--- src/rtl/dds_ftw_writer.sv ---
// ---------------------------------------------------------------------------
// dds_ftw_writer
//
// Takes the 32-bit frequency tuning word coming from the serial-frame reader
// (asynchronous to CLK_FPGA), synchronizes it, waits until it has been stable
// for STABLE_CYCLES samples, and when it differs from the last word written
// shifts {FTW_ADDR, FTW} (40 bits, MSB first) into the DDS serial port,
// followed by an I/O update strobe.
//
// Optional feature macro: DDS_IOUPDATE_EN
//   defined   -> IOUPD state present, DDS_IOUPDATE pulsed after each frame
//   undefined -> DDS_IOUPDATE tied low, GAP returns straight to IDLE
//
// Ports:
//   CLK_FPGA      in   system clock, rising edge
//   RST_N         in   asynchronous active-low reset
//   FTWhigh_32bit in   tuning word from the reader (async domain)
//   DDS_SCLK      out  serial clock, idles low
//   DDS_SDIO      out  serial data, MSB first
//   DDS_CS_N      out  chip select, active low
//   DDS_IOUPDATE  out  I/O update strobe, active high
//   BUSY          out  high while a write sequence is running
//
// State | meaning
// ------+----------------------------------------------------------------
// IDLE  | waiting for an accepted word that differs from the last written
// SHIFT | CS_N low, 40 bits clocked out on DDS_SCLK
// GAP   | SCLK low, CS_N still low for CLK_DIV cycles before release
// IOUPD | DDS_IOUPDATE high for IOUPD_CYCLES cycles (macro builds only)
// ---------------------------------------------------------------------------
module dds_ftw_writer #(
    parameter int unsigned CLK_DIV       = 4,
    parameter int unsigned STABLE_CYCLES = 16,
    parameter logic [7:0]  FTW_ADDR      = 8'h03,
    parameter int unsigned IOUPD_CYCLES  = 4
) (
    input  logic        CLK_FPGA,
    input  logic        RST_N,
    input  logic [31:0] FTWhigh_32bit,
    output logic        DDS_SCLK,
    output logic        DDS_SDIO,
    output logic        DDS_CS_N,
    output logic        DDS_IOUPDATE,
    output logic        BUSY
);

    localparam int DIV_W = (CLK_DIV > 1) ? $clog2(CLK_DIV) : 1;
    localparam logic [DIV_W-1:0] DIV_TC = DIV_W'(CLK_DIV - 1);
    localparam int STB_W = (STABLE_CYCLES > 1) ? $clog2(STABLE_CYCLES) : 1;
    localparam logic [STB_W-1:0] STB_TC = STB_W'(STABLE_CYCLES - 1);
    localparam logic [5:0] LAST_BIT = 6'd39;

    localparam logic [1:0] ST_IDLE  = 2'd0;
    localparam logic [1:0] ST_SHIFT = 2'd1;
    localparam logic [1:0] ST_GAP   = 2'd2;
`ifdef DDS_IOUPDATE_EN
    localparam logic [1:0] ST_IOUPD = 2'd3;
    localparam int IOU_W = (IOUPD_CYCLES > 1) ? $clog2(IOUPD_CYCLES) : 1;
    localparam logic [IOU_W-1:0] IOU_TC = IOU_W'(IOUPD_CYCLES - 1);
`endif

    logic [31:0]      sync1_q, sync2_q;
    logic [31:0]      last_seen_q, last_seen_d;
    logic [31:0]      last_written_q, last_written_d;
    logic [STB_W-1:0] stable_cnt_q, stable_cnt_d;
    logic [1:0]       state_q, state_d;
    logic [39:0]      shreg_q, shreg_d;
    logic [DIV_W-1:0] div_cnt_q, div_cnt_d;
    logic [5:0]       bit_cnt_q, bit_cnt_d;
    logic             sclk_q, sclk_d;
    logic             cs_n_q, cs_n_d;
    logic             busy_q, busy_d;
    logic             accept;
`ifdef DDS_IOUPDATE_EN
    logic [IOU_W-1:0] iou_cnt_q, iou_cnt_d;
    logic             ioupd_q, ioupd_d;
`endif

    assign accept = (sync2_q == last_seen_q) && (stable_cnt_q == STB_TC) &&
                    (last_seen_q != last_written_q);

    always_comb begin
        last_seen_d    = last_seen_q;
        last_written_d = last_written_q;
        stable_cnt_d   = stable_cnt_q;
        state_d        = state_q;
        shreg_d        = shreg_q;
        div_cnt_d      = div_cnt_q;
        bit_cnt_d      = bit_cnt_q;
        sclk_d         = sclk_q;
        cs_n_d         = cs_n_q;
        busy_d         = busy_q;
`ifdef DDS_IOUPDATE_EN
        iou_cnt_d      = iou_cnt_q;
        ioupd_d        = ioupd_q;
`endif

        // Filter runs in every state so a word that changes mid-write is
        // already qualified by the time IDLE is re-entered.
        if (sync2_q != last_seen_q) begin
            last_seen_d  = sync2_q;
            stable_cnt_d = '0;
        end else if (stable_cnt_q != STB_TC) begin
            stable_cnt_d = stable_cnt_q + 1'b1;
        end

        case (state_q)
            ST_IDLE: begin
                if (accept) begin
                    shreg_d        = {FTW_ADDR, last_seen_q};
                    last_written_d = last_seen_q;
                    cs_n_d         = 1'b0;
                    busy_d         = 1'b1;
                    sclk_d         = 1'b0;
                    bit_cnt_d      = '0;
                    div_cnt_d      = '0;
                    state_d        = ST_SHIFT;
                end
            end
            ST_SHIFT: begin
                if (div_cnt_q == DIV_TC) begin
                    div_cnt_d = '0;
                    sclk_d    = ~sclk_q;
                    // Shift only on the falling toggle so SDIO is held for
                    // a full half-period either side of each rising edge.
                    if (sclk_q) begin
                        shreg_d = {shreg_q[38:0], 1'b0};
                        if (bit_cnt_q == LAST_BIT) begin
                            state_d = ST_GAP;
                        end else begin
                            bit_cnt_d = bit_cnt_q + 1'b1;
                        end
                    end
                end else begin
                    div_cnt_d = div_cnt_q + 1'b1;
                end
            end
            ST_GAP: begin
                if (div_cnt_q == DIV_TC) begin
                    div_cnt_d = '0;
                    cs_n_d    = 1'b1;
`ifdef DDS_IOUPDATE_EN
                    ioupd_d   = 1'b1;
                    iou_cnt_d = '0;
                    state_d   = ST_IOUPD;
`else
                    busy_d    = 1'b0;
                    state_d   = ST_IDLE;
`endif
                end else begin
                    div_cnt_d = div_cnt_q + 1'b1;
                end
            end
`ifdef DDS_IOUPDATE_EN
            ST_IOUPD: begin
                if (iou_cnt_q == IOU_TC) begin
                    ioupd_d = 1'b0;
                    busy_d  = 1'b0;
                    state_d = ST_IDLE;
                end else begin
                    iou_cnt_d = iou_cnt_q + 1'b1;
                end
            end
`endif
            default: begin
                state_d = ST_IDLE;
            end
        endcase
    end

    always_ff @(posedge CLK_FPGA or negedge RST_N) begin
        if (!RST_N) begin
            sync1_q        <= '0;
            sync2_q        <= '0;
            last_seen_q    <= '0;
            last_written_q <= '0;
            stable_cnt_q   <= '0;
            state_q        <= ST_IDLE;
            shreg_q        <= '0;
            div_cnt_q      <= '0;
            bit_cnt_q      <= '0;
            sclk_q         <= 1'b0;
            cs_n_q         <= 1'b1;
            busy_q         <= 1'b0;
`ifdef DDS_IOUPDATE_EN
            iou_cnt_q      <= '0;
            ioupd_q        <= 1'b0;
`endif
        end else begin
            sync1_q        <= FTWhigh_32bit;
            sync2_q        <= sync1_q;
            last_seen_q    <= last_seen_d;
            last_written_q <= last_written_d;
            stable_cnt_q   <= stable_cnt_d;
            state_q        <= state_d;
            shreg_q        <= shreg_d;
            div_cnt_q      <= div_cnt_d;
            bit_cnt_q      <= bit_cnt_d;
            sclk_q         <= sclk_d;
            cs_n_q         <= cs_n_d;
            busy_q         <= busy_d;
`ifdef DDS_IOUPDATE_EN
            iou_cnt_q      <= iou_cnt_d;
            ioupd_q        <= ioupd_d;
`endif
        end
    end

    // The shift register drains to zero, so SDIO rests low between frames.
    assign DDS_SDIO = shreg_q[39];
    assign DDS_SCLK = sclk_q;
    assign DDS_CS_N = cs_n_q;
    assign BUSY     = busy_q;
`ifdef DDS_IOUPDATE_EN
    assign DDS_IOUPDATE = ioupd_q;
`else
    assign DDS_IOUPDATE = 1'b0;
`endif

endmodule
--- config.mk ---
export PLATFORM = sky130hd
export DESIGN_NAME = dds_ftw_writer
export DESIGN_NICKNAME = d
export VERILOG_FILES = /design/src/rtl/dds_ftw_writer.sv
export SDC_FILE = /design/constraint.sdc
export NUM_CORES = 1
export LEC_CHECK = 0
export CORE_MARGIN = 5
export CORE_UTILIZATION = 59
export DETAILED_ROUTE_END_ITERATION = 10
export GPL_TIMING_DRIVEN = 0
export PLACE_DENSITY = 0.79
export REMOVE_ABC_BUFFERS = 1
export SETUP_SLACK_MARGIN = 0.2
export SKIP_CTS_REPAIR_TIMING = 1
export SLEW_MARGIN = 20
export SYNTH_ARGS = -nofsm -noshare
export SYNTH_HDL_FRONTEND = slang
export SYNTH_SLANG_ARGS = --single-unit
--- constraint.sdc ---
create_clock -name CLK_FPGA -period 2.75 [get_ports CLK_FPGA]
set_input_delay 0.55 -clock CLK_FPGA [delete_from_list [all_inputs] [get_ports CLK_FPGA]]
set_output_delay 0.55 -clock CLK_FPGA [all_outputs]
set_load 0.005 [all_outputs]
==> results.cfg <==
[outcome]
status = complete, no violations

[timing]
relSlewSlack_pct = 41.7
worst_pin_slew_ns = 0.867
finalCritPeriodShare_pct = 91.0
skew_ns = 0.00677
setup_viol = 0
rsz0062_at_grt = true
drv_slew = 0
hold_slack_ns = 0.147
timing.fmax_mhz = 400
tns_ns = 0
setup_slack_ns = 0.248
hold_violations = 0
finalCriticalPeriod_ns = 2.50

[drt]
post_drt_wl_per_cell_um = 18.4
ant_nets = 0
num_vias = 4358
drt_iter0_markers = 429
vias_per_cell = 5.67
firstDrtPassIters = 5
remaining_drc_errors = 0
routed_wirelength_um = 14100

[cells_and_area]
fin_util_pct = 71.0
regArea_sq_mm = 0.00463
drive_above_1_share_pct = 13.0
multiInputGateArea_sq_mm = 0.00253
fillers = 818
diodes = 0
area_growth_pct = 17.7
finish.net_count = 627
design_area_sq_mm = 0.00856
final_cells = 768

[grt]
grt_pass1_wl_um = 21800
first_global_vias = 4401
grt.overflow.total = 0
grt_max_degree = 102
grt_usage_pct = 19.5
antenna_found_initial = 0

[clock_tree]
clock_latency_ns = 0.43
cts_root_buffer = clkbuf_16
cts_tree = yes
path_clk_slew_ns = 0.07
numCtsBuffers = 17
clkSinkCount = 185
htreeDepth = 4
clk_path_buf_depth = 2

[synthesis]
syn-cell-area_sq_mm = 0.00728
synth_seq_cells = 185
yosys.cell_count.top_type = dfrtp_1
synth_commonest_cells = dfrtp_1 (184), nand3_1 (42), clkbuf_1 (41), xor2_1 (40), o21ai_1 (38)
synth_area_leaders = dfrtp_1 (63%), xor2_1 (4.8%), mux2i_1 (4.7%)
synth_top_area_share_pct = 63.3
async_flop_share_pct = 100
synth_cell_type_count = 49
ys.flop_type = dfrtp_1
postSynthCellCount = 570
yosys_warnings = 0
yosysTopAreaCell = dfrtp_1
synth_area_per_cell_sq_um = 12.8
seq_area_frac_synth_pct = 63.6
synth_edf_count = 0

[floorplan]
core_sq_mm = 0.0121
start_util_pct = 60.3
io-pin-count = 39
rows = 40
dieArea_sq_mm = 0.0147
fp.dieW_um = 121
fp.dieH_um = 121

[place]
placed_cell_area_sq_mm = 0.00770
port_buffers = 37
pre_cts_slack_ns = -0.702
routabilityCongestion = 0.783
dp_cells = 722
hpwl_um = 8400

[power_and_ir_drop]
p_leak_nw = 3.80
ir_drop_mv = 0.601
p_per_area_mw_per_mm2 = 643
finalPower_mw = 5.51

[job]
drv_cap = 0

[setup_path]
end_kind = flip-flop
worst_setup_path_start_kind = flip-flop
cp_cell_sequence = xnor2_2, nand4_1, nor4_4, buf_4, and4_4, buf_4, nand3_4, mux2_1
cp.arrival_ns = 2.81
slowest_stage = dfrtp_1
required_ns = 3.06
worstSetupPathType = flip-flop to flip-flop
critPathMaxStageDelay_ns = 0.45
crit_top_cell = buf_4
cp_max_fo = 17

[hold_path]
min-delay-path-class = primary input to async pin
==> sequential cells by signal, indices dropped and copies added (netlist names) <==
signal and cells:
BUSY 1, DDS_CS_N 1, DDS_SCLK 1, bit_cnt_q 6
div_cnt_q 2, last_seen_q 32, last_written_q 32, shreg_q 40
stable_cnt_q 4, state_q 2, sync1_q 32, sync2_q 32
==> cell usage in the layout, fill, tap and decap left out, types with 4 or more instances in the layout <==
master / n
clkinv_2: 4
nand3_1: 42
o21ai_0: 4
clkinvlp_4: 5
nand4_1: 10
xnor2_1: 23
nor4_1: 5
nor2_1: 15
mux2_2: 5
nor4_2: 6
o21ai_1: 38
clkbuf_16: 17
clkdlybuf4s50_1: 36
mux2i_1: 34
nor3_1: 5
o2bb2ai_1: 4
dfrtp_1: 181
buf_4: 10
ha_1: 5
inv_1: 6
mux2_1: 28
a21oi_1: 10
xor2_1: 40
nand2_1: 12
==> path summary, 6_finish.rpt <==
| kind | cells past startpoint | to | start | slack, ns |
|---|---|---|---|---|
| max | 8 | last_written_q[12] | last_seen_q[16] | 0.25 |
| min | 1 | last_seen_q[4] | RST_N | 0.15 |
| max reg2reg | 8 | last_written_q[12] | last_seen_q[16] | 0.25 |
| min reg2reg | 0 | sync2_q[28] | sync1_q[28] | 0.35 |
| max in group asynchronous | 2 | DDS_CS_N | RST_N | 1.74 |
| min in group CLK_FPGA | 0 | sync2_q[28] | sync1_q[28] | 0.35 |
==> per-layer routing <==
metal / part of all wire, % / vias to the layer above / global-route usage (%)
met2: 51 / 106 / 31.6
met1: 42 / 2242 / 24.5
met4: 2.6 / 0 / 8.14
li1: - / 1984 / -
met5: 0 / - / 0
met3: 4.7 / 26 / 5.73
==> logic make-up (layout without fill, tap and decap cells) <==
family | Yosys count | count (layout) | synth area share, %
compound gates | 73 | 73 | 6.12
xor+xnor | 65 | 65 | 7.82
fa+ha+maj | 6 | 6 | 1.03
buf+inv | 63 | 92 | 3.54
flops | 185 | 185 | 63.6
mux | 67 | 67 | 9.78
other cells | 1 | 1 | 0.0515
simple gates | 110 | 111 | 8.01
==> power by group <==
group / internal (mW) / switching [mW]
clock network: 1.45 / 1.00
logic: 0.0962 / 0.100
registers: 2.79 / 0.0638
==> cell type report <==
cell class | instances | area share, %
Clock inverter | 12 | 1.74
Timing Repair Buffer | 53 | 6.53
Clock buffer | 20 | 5.22
Inverter | 7 | 0.351
Tap cell | 168 | 2.45
Multi-Input combinational cell | 323 | 29.6
Sequential cell | 185 | 54.1
==> worst max-delay path: cells and delay by family, from the launching register on <==
kind / cells / cell delay (ns)
buf+inv: 2 / 0.33
simple gates: 4 / 0.95
mux: 1 / 0.43
flops: 1 / 0.45
xor+xnor: 1 / 0.21
(Power assumes the default switching activity.)
